## src/rtl/sqrt_pkg.sv

```systemverilog
// -----------------------------------------------------------------------------
// sqrt_pkg
// Shared definitions for the fixed-point square-root unit and its companion
// squarer (sqrt_inverse_square).
//   state_t  : three-state control sequence used by both blocks
//   Q_WIDTH  : default operand/result width (Q8.8 -> 16 bits)
//   Q_FRAC   : default number of fractional bits (Q8.8 -> 8 bits)
// -----------------------------------------------------------------------------
package sqrt_pkg;

  typedef enum logic [1:0] {
    IDLE       = 2'd0,
    PROCESSING = 2'd1,
    DONE       = 2'd2
  } state_t;

  localparam int Q_WIDTH = 16;
  localparam int Q_FRAC  = 8;

endpackage

```

## src/rtl/sqrt_inverse_square.sv

```systemverilog
// -----------------------------------------------------------------------------
// sqrt_inverse_square
// Sequential unsigned fixed-point squarer: y_sq = (y*y) >> FRAC_BITS, built
// from one shift-add partial product per clock (WIDTH cycles), then a
// truncate/saturate step. Used beside the square-root unit to check a root
// against its operand.
//
// Ports
//   clk       in   1      rising-edge clock
//   rst_n     in   1      synchronous, active-low reset
//   valid_in  in   1      start request, only honoured in IDLE
//   y         in   WIDTH  unsigned fixed-point operand, captured with valid_in
//   y_sq      out  WIDTH  truncated/saturated square, held until next result
//   ovf       out  1      result saturated; held alongside y_sq
//   valid_out out  1      one-cycle pulse marking a new y_sq/ovf
//   busy      out  1      high whenever the block is not IDLE
// -----------------------------------------------------------------------------
module sqrt_inverse_square
  import sqrt_pkg::*;
#(
  parameter int WIDTH     = Q_WIDTH,
  parameter int FRAC_BITS = Q_FRAC
) (
  input  logic             clk,
  input  logic             rst_n,
  input  logic             valid_in,
  input  logic [WIDTH-1:0] y,
  output logic [WIDTH-1:0] y_sq,
  output logic             ovf,
  output logic             valid_out,
  output logic             busy
);

  localparam int         ACC_W     = 2 * WIDTH;
  localparam int         OVF_LSB   = WIDTH + FRAC_BITS;
  localparam logic [4:0] LAST_ITER = 5'(WIDTH - 1);

  state_t             r_state;
  state_t             w_state_next;
  logic [ACC_W-1:0]   r_acc;
  logic [ACC_W-1:0]   r_mcand;
  logic [WIDTH-1:0]   r_mult;
  logic [4:0]         r_iter;
  logic [WIDTH-1:0]   r_y_sq;
  logic               r_ovf;
  logic               r_valid_out;
  logic [WIDTH:0]     w_sat;

  // Drop FRAC_BITS of fraction (truncation toward zero); any product bit at or
  // above 2^(WIDTH+FRAC_BITS) cannot be represented, so clamp to all ones.
  // Returned as {ovf, value}.
  function automatic logic [WIDTH:0] sat_trunc(input logic [ACC_W-1:0] acc);
    logic hi;
    hi = |acc[ACC_W-1:OVF_LSB];
    if (hi) sat_trunc = {1'b1, {WIDTH{1'b1}}};
    else    sat_trunc = {1'b0, acc[OVF_LSB-1:FRAC_BITS]};
  endfunction

  assign w_sat = sat_trunc(r_acc);

  always_comb begin
    w_state_next = r_state;
    case (r_state)
      IDLE:       if (valid_in) w_state_next = PROCESSING;
      PROCESSING: if (r_iter == LAST_ITER) w_state_next = DONE;
      DONE:       w_state_next = IDLE;
      default:    w_state_next = IDLE;
    endcase
  end

  always_ff @(posedge clk) begin
    if (!rst_n) begin
      r_state     <= IDLE;
      r_acc       <= '0;
      r_mcand     <= '0;
      r_mult      <= '0;
      r_iter      <= '0;
      r_y_sq      <= '0;
      r_ovf       <= 1'b0;
      r_valid_out <= 1'b0;
    end else begin
      r_state     <= w_state_next;
      r_valid_out <= 1'b0;
      case (r_state)
        // Capture: operand becomes both multiplicand and multiplier
        IDLE: begin
          if (valid_in) begin
            r_mcand <= {{WIDTH{1'b0}}, y};
            r_mult  <= y;
            r_acc   <= '0;
            r_iter  <= '0;
          end
        end
        // Shift-add: one multiplier bit per cycle, always WIDTH cycles
        PROCESSING: begin
          if (r_mult[0]) r_acc <= r_acc + r_mcand;
          r_mcand <= r_mcand << 1;
          r_mult  <= r_mult >> 1;
          r_iter  <= r_iter + 5'd1;
        end
        // Result: truncate/saturate and publish
        DONE: begin
          r_y_sq      <= w_sat[WIDTH-1:0];
          r_ovf       <= w_sat[WIDTH];
          r_valid_out <= 1'b1;
        end
        default: ;
      endcase
    end
  end

  assign y_sq      = r_y_sq;
  assign ovf       = r_ovf;
  assign valid_out = r_valid_out;
  assign busy      = (r_state != IDLE);

endmodule

```

## config.mk

```make
export PLATFORM = sky130hd
export DESIGN_NAME = sqrt_inverse_square
export DESIGN_NICKNAME = d
export VERILOG_FILES = /design/src/rtl/sqrt_pkg.sv /design/src/rtl/sqrt_inverse_square.sv
export SDC_FILE = /design/constraint.sdc
export NUM_CORES = 1
export LEC_CHECK = 0
export BUFFER_PORTS_ARGS = -buffer_cell sky130_fd_sc_hd__buf_2
export CAP_MARGIN = 20
export CORE_ASPECT_RATIO = 0.7
export CORE_MARGIN = 4
export CORE_UTILIZATION = 52
export DETAILED_ROUTE_END_ITERATION = 12
export HOLD_SLACK_MARGIN = 0.1
export PLACE_DENSITY = 0.7
export SETUP_SLACK_MARGIN = 0.05
export SYNTH_ARGS = -nofsm -noshare
export SYNTH_HDL_FRONTEND = slang
export SYNTH_SLANG_ARGS = --single-unit
```

## constraint.sdc

```tcl
create_clock -name clk -period 3.01 [get_ports clk]
set_input_delay 0.602 -clock clk [delete_from_list [all_inputs] [get_ports clk]]
set_output_delay 0.602 -clock clk [all_outputs]
set_load 0.02 [all_outputs]
```

==> results.json <==
{
  "status": "finished clean",
  "post-synth-top-count-cell": "dfxtp_1",
  "syn_area_um2": 5602,
  "drive_above_1_share_pct": 14.06,
  "wl_per_cell_um": 17.17,
  "synth_top_family_by_area": "compound AO/OA/AOI/OAI gates",
  "cellLeakagePower_nw": 2.476,
  "worst_setup_path_start_kind": "register",
  "grt_pass1_wl_mm": 23.37,
  "ir_drop_uv": 316.1,
  "hp-class": "register to register",
  "path_class": "register to register",
  "die_h_um": 94.84,
  "ys_top_cells_by_count": "dfxtp_1 (105), a21oi_1 (93), nand2_1 (53)",
  "crit_family": "compound AO/OA/AOI/OAI gates",
  "crit_slowest_cell": "or4_4",
  "grt_max_degree": 85,
  "cp_max_fo": 3,
  "cts_buffers": 9,
  "vias": 4811,
  "die_w_um": 132.1,
  "synthArstFlopShare_pct": 0,
  "p_int_w": 0.002282,
  "postSynthCellCount": 657,
  "clock_path_buffers": 2,
  "rr_worst_depth": 12,
  "initial_utilization_pct": 53.69,
  "synth-seq-cells": 105,
  "setup_tns_ns": 0,
  "fill_cells": 933,
  "synth_edf_count": 0,
  "synthXorXnorAreaFrac_pct": 4.065,
  "path_clk_slew_ns": 0.07,
  "worstSetupEndpointType": "register",
  "drt-vias-per-instance": 5.903,
  "ys_warn_count": 0,
  "cts_tree": "yes",
  "post-route-period-util_pct": 92.01,
  "cp.buffers_inverters": 1,
  "drtIter0Drc": 429,
  "dp_hpwl_mm": 9.718,
  "antenna_found_initial": 0,
  "insertion_delay_ns": 0.35,
  "rsz0062_at_grt": "no",
  "arrival_ns": 2.98,
  "yosys.area.top_type": "dfxtp_1",
  "whs_path_depth": 2,
  "nNetsFinal": 732,
  "cts_htree_levels": 3,
  "cts_setup_buffers": 0,
  "rows": 31,
  "clock_sinks": 105,
  "fmax_mhz": 361.1,
  "dpl_worst_slack_ns": 0.2512,
  "grt-ovfl-total": 0,
  "slew_headroom_pct": 32.49,
  "muxShareOfSynthArea_pct": 0.4021,
  "setup_viol": 0,
  "cts-root-buf": "clkbuf_16",
  "area_growth_pct": 10.72,
  "worstSetupPathDepth": 12,
  "finalHoldViolations": 0,
  "path_cells": "ha_1 > inv_1 > fa_1 > nor2b_4 > o31ai_4 > a21oi_2 > or4_4 > a211oi_4 > o21ai_2 > a221oi_2 > xor2_1 > o21ai_1",
  "netSwitchingFraction_pct": 24.18,
  "antennaDiodeCount": 0,
  "finalMaxSlewViolations": 0,
  "dieArea_um2": 12520,
  "cts_resized": 0,
  "wl_mm": 14.00,
  "port_buffers": 37,
  "synth_compound_area_share_pct": 30.09,
  "core-area_um2": 10430,
  "switching_power_w": 0.0007275,
  "yosys.area_share.simple_pct": 16.06,
  "ys.flop_type": "dfxtp_1",
  "skew_ns": 0.005387,
  "yosys.area_share.adder_pct": 7.728,
  "yosys-top-cells-area": "dfxtp_1 (38%), a21oi_1 (8.3%), ha_1 (7.4%)",
  "track_usage_pct": 23.10,
  "ant_nets": 0,
  "period_needed_ns": 2.770,
  "synthDominantCellAreaShare_pct": 37.53,
  "yosysUniqueCellTypes": 63,
  "seqPwrFrac_pct": 48.6,
  "ctsHoldBuffers": 0,
  "worst_pin_slew_ns": 1.010,
  "firstDrtPassIters": 5,
  "synth_area_per_cell_um2": 8.526,
  "yosysSeqAreaShare_pct": 37.53,
  "p_clk_share_pct": 42.6,
  "cpPeakStageDelay_ns": 0.45,
  "grt_pass1_vias": 4461,
  "drc": 0,
  "fin_ws_ns": 0.2404,
  "syn_nets": 710,
  "place_congestion": 0.9079,
  "ios": 38,
  "drv_cap": 0,
  "p_comb_share_pct": 8.8,
  "p_per_area_nw_per_um2": 485.2,
  "worstPathRequired_ns": 3.22
}
-- worst reg2reg max path, delay by kind of cell (launching register included) --
family | cells | cell delay [ns]
compound gates | 6 | 1.07
fa+ha+maj | 2 | 0.46
buf+inv | 1 | 0.08
xor+xnor | 1 | 0.17
flops | 1 | 0.33
simple gates | 2 | 0.52
-- layer usage --
layer  wire (um)  part of all wire, %  GRT usage [%]
met1        7537                   54          35.16
met2        5775                   41          33.32
met3         630                  4.5          4.473
met4          52                 0.37          5.507
met5           0                    0              0
-- cell families after synthesis --
group | count (synthesis)
AND/OR/NAND/NOR | 172
AO/OA/AOI/OAI | 264
adder cells (fa/ha/maj) | 34
buffers and inverters | 54
XOR/XNOR | 26
flip-flops | 105
multiplexers | 2
-- through the flow --
| step | util [%] | hold slack, ns | cells | total power, W | instance area, um^2 |
|---|---|---|---|---|---|
| global placement | 56.39 | 0.4548 | 800 | 0.001748 | 5883 |
| finish | 59.44 | 0.4757 | 815 | 0.003009 | 6202 |
| floorplan | - | 0.4425 | 657 | 0.001678 | 5602 |
| CTS | 59.44 | 0.4739 | 815 | 0.003030 | 6202 |
| detailed placement | 56.39 | 0.4639 | 800 | 0.001754 | 5883 |
| global route | 59.44 | 0.4831 | 815 | 0.003124 | 6202 |
-- power groups by stage --
stage	sequential (W)	combinational [W]	clock (W)
6_report	0.00146	0.000264	0.00128
2_1_floorplan	0.00148	0.000198	0
5_1_grt	0.00147	0.000294	0.00136
3_3_place_gp	0.00149	0.000256	0
3_5_place_dp	0.00149	0.000259	0
4_1_cts	0.00146	0.000262	0.00131
-- area by class of cell --
class                   count  area, um^2  area share (%)
multi-input cells         498        3268           52.69
flip-flops and latches    105        2102           33.89
repair buffers             49       287.8           4.640
clock buffers              11       242.7           3.914
well taps                 132       165.2           2.663
clock inverters             4       76.32           1.231
inverters                  16       60.06          0.9683
-- cells in the final DEF (no fill, tap or decap), types with 4 or more instances in the layout --
cell | Yosys | layout
buf_4 | 2 | 11
o21a_1 | 8 | 8
a211oi_1 | 4 | 4
nand3_1 | 11 | 11
a22oi_1 | 28 | 28
clkbuf_16 | 0 | 9
buf_2 | 0 | 37
o221a_2 | 16 | 16
inv_1 | 15 | 15
xor2_1 | 9 | 9
nor2_1 | 22 | 22
a21oi_1 | 93 | 93
ha_1 | 33 | 33
o21ai_1 | 25 | 25
dfxtp_1 | 105 | 105
a31oi_1 | 6 | 6
nand2_1 | 53 | 53
nor3_1 | 4 | 4
and2_1 | 21 | 21
xnor2_1 | 17 | 17
o21ai_0 | 45 | 45
a21o_1 | 9 | 9
nor2b_1 | 38 | 38
o21bai_1 | 4 | 4
-- registers in the layout, indices dropped and copies added, names as in the netlist --
register / cells
r_acc: 32
r_mcand: 32
r_mult: 16
y_sq: 16
r_iter: 5
r_state: 2
ovf: 1
valid_out: 1
-- final timing paths --
path,from,endpoint,slack [ns]
setup / recovery,r_mcand[0]$_SDFFE_PN0P_,r_acc[28]$_SDFFE_PN0P_,0.24
hold / removal,r_acc[18]$_SDFFE_PN0P_,r_acc[18]$_SDFFE_PN0P_,0.48
setup reg to reg,r_mcand[0]$_SDFFE_PN0P_,r_acc[28]$_SDFFE_PN0P_,0.24
hold reg to reg,r_acc[18]$_SDFFE_PN0P_,r_acc[18]$_SDFFE_PN0P_,0.48
Power figures use the tool's default switching activity.
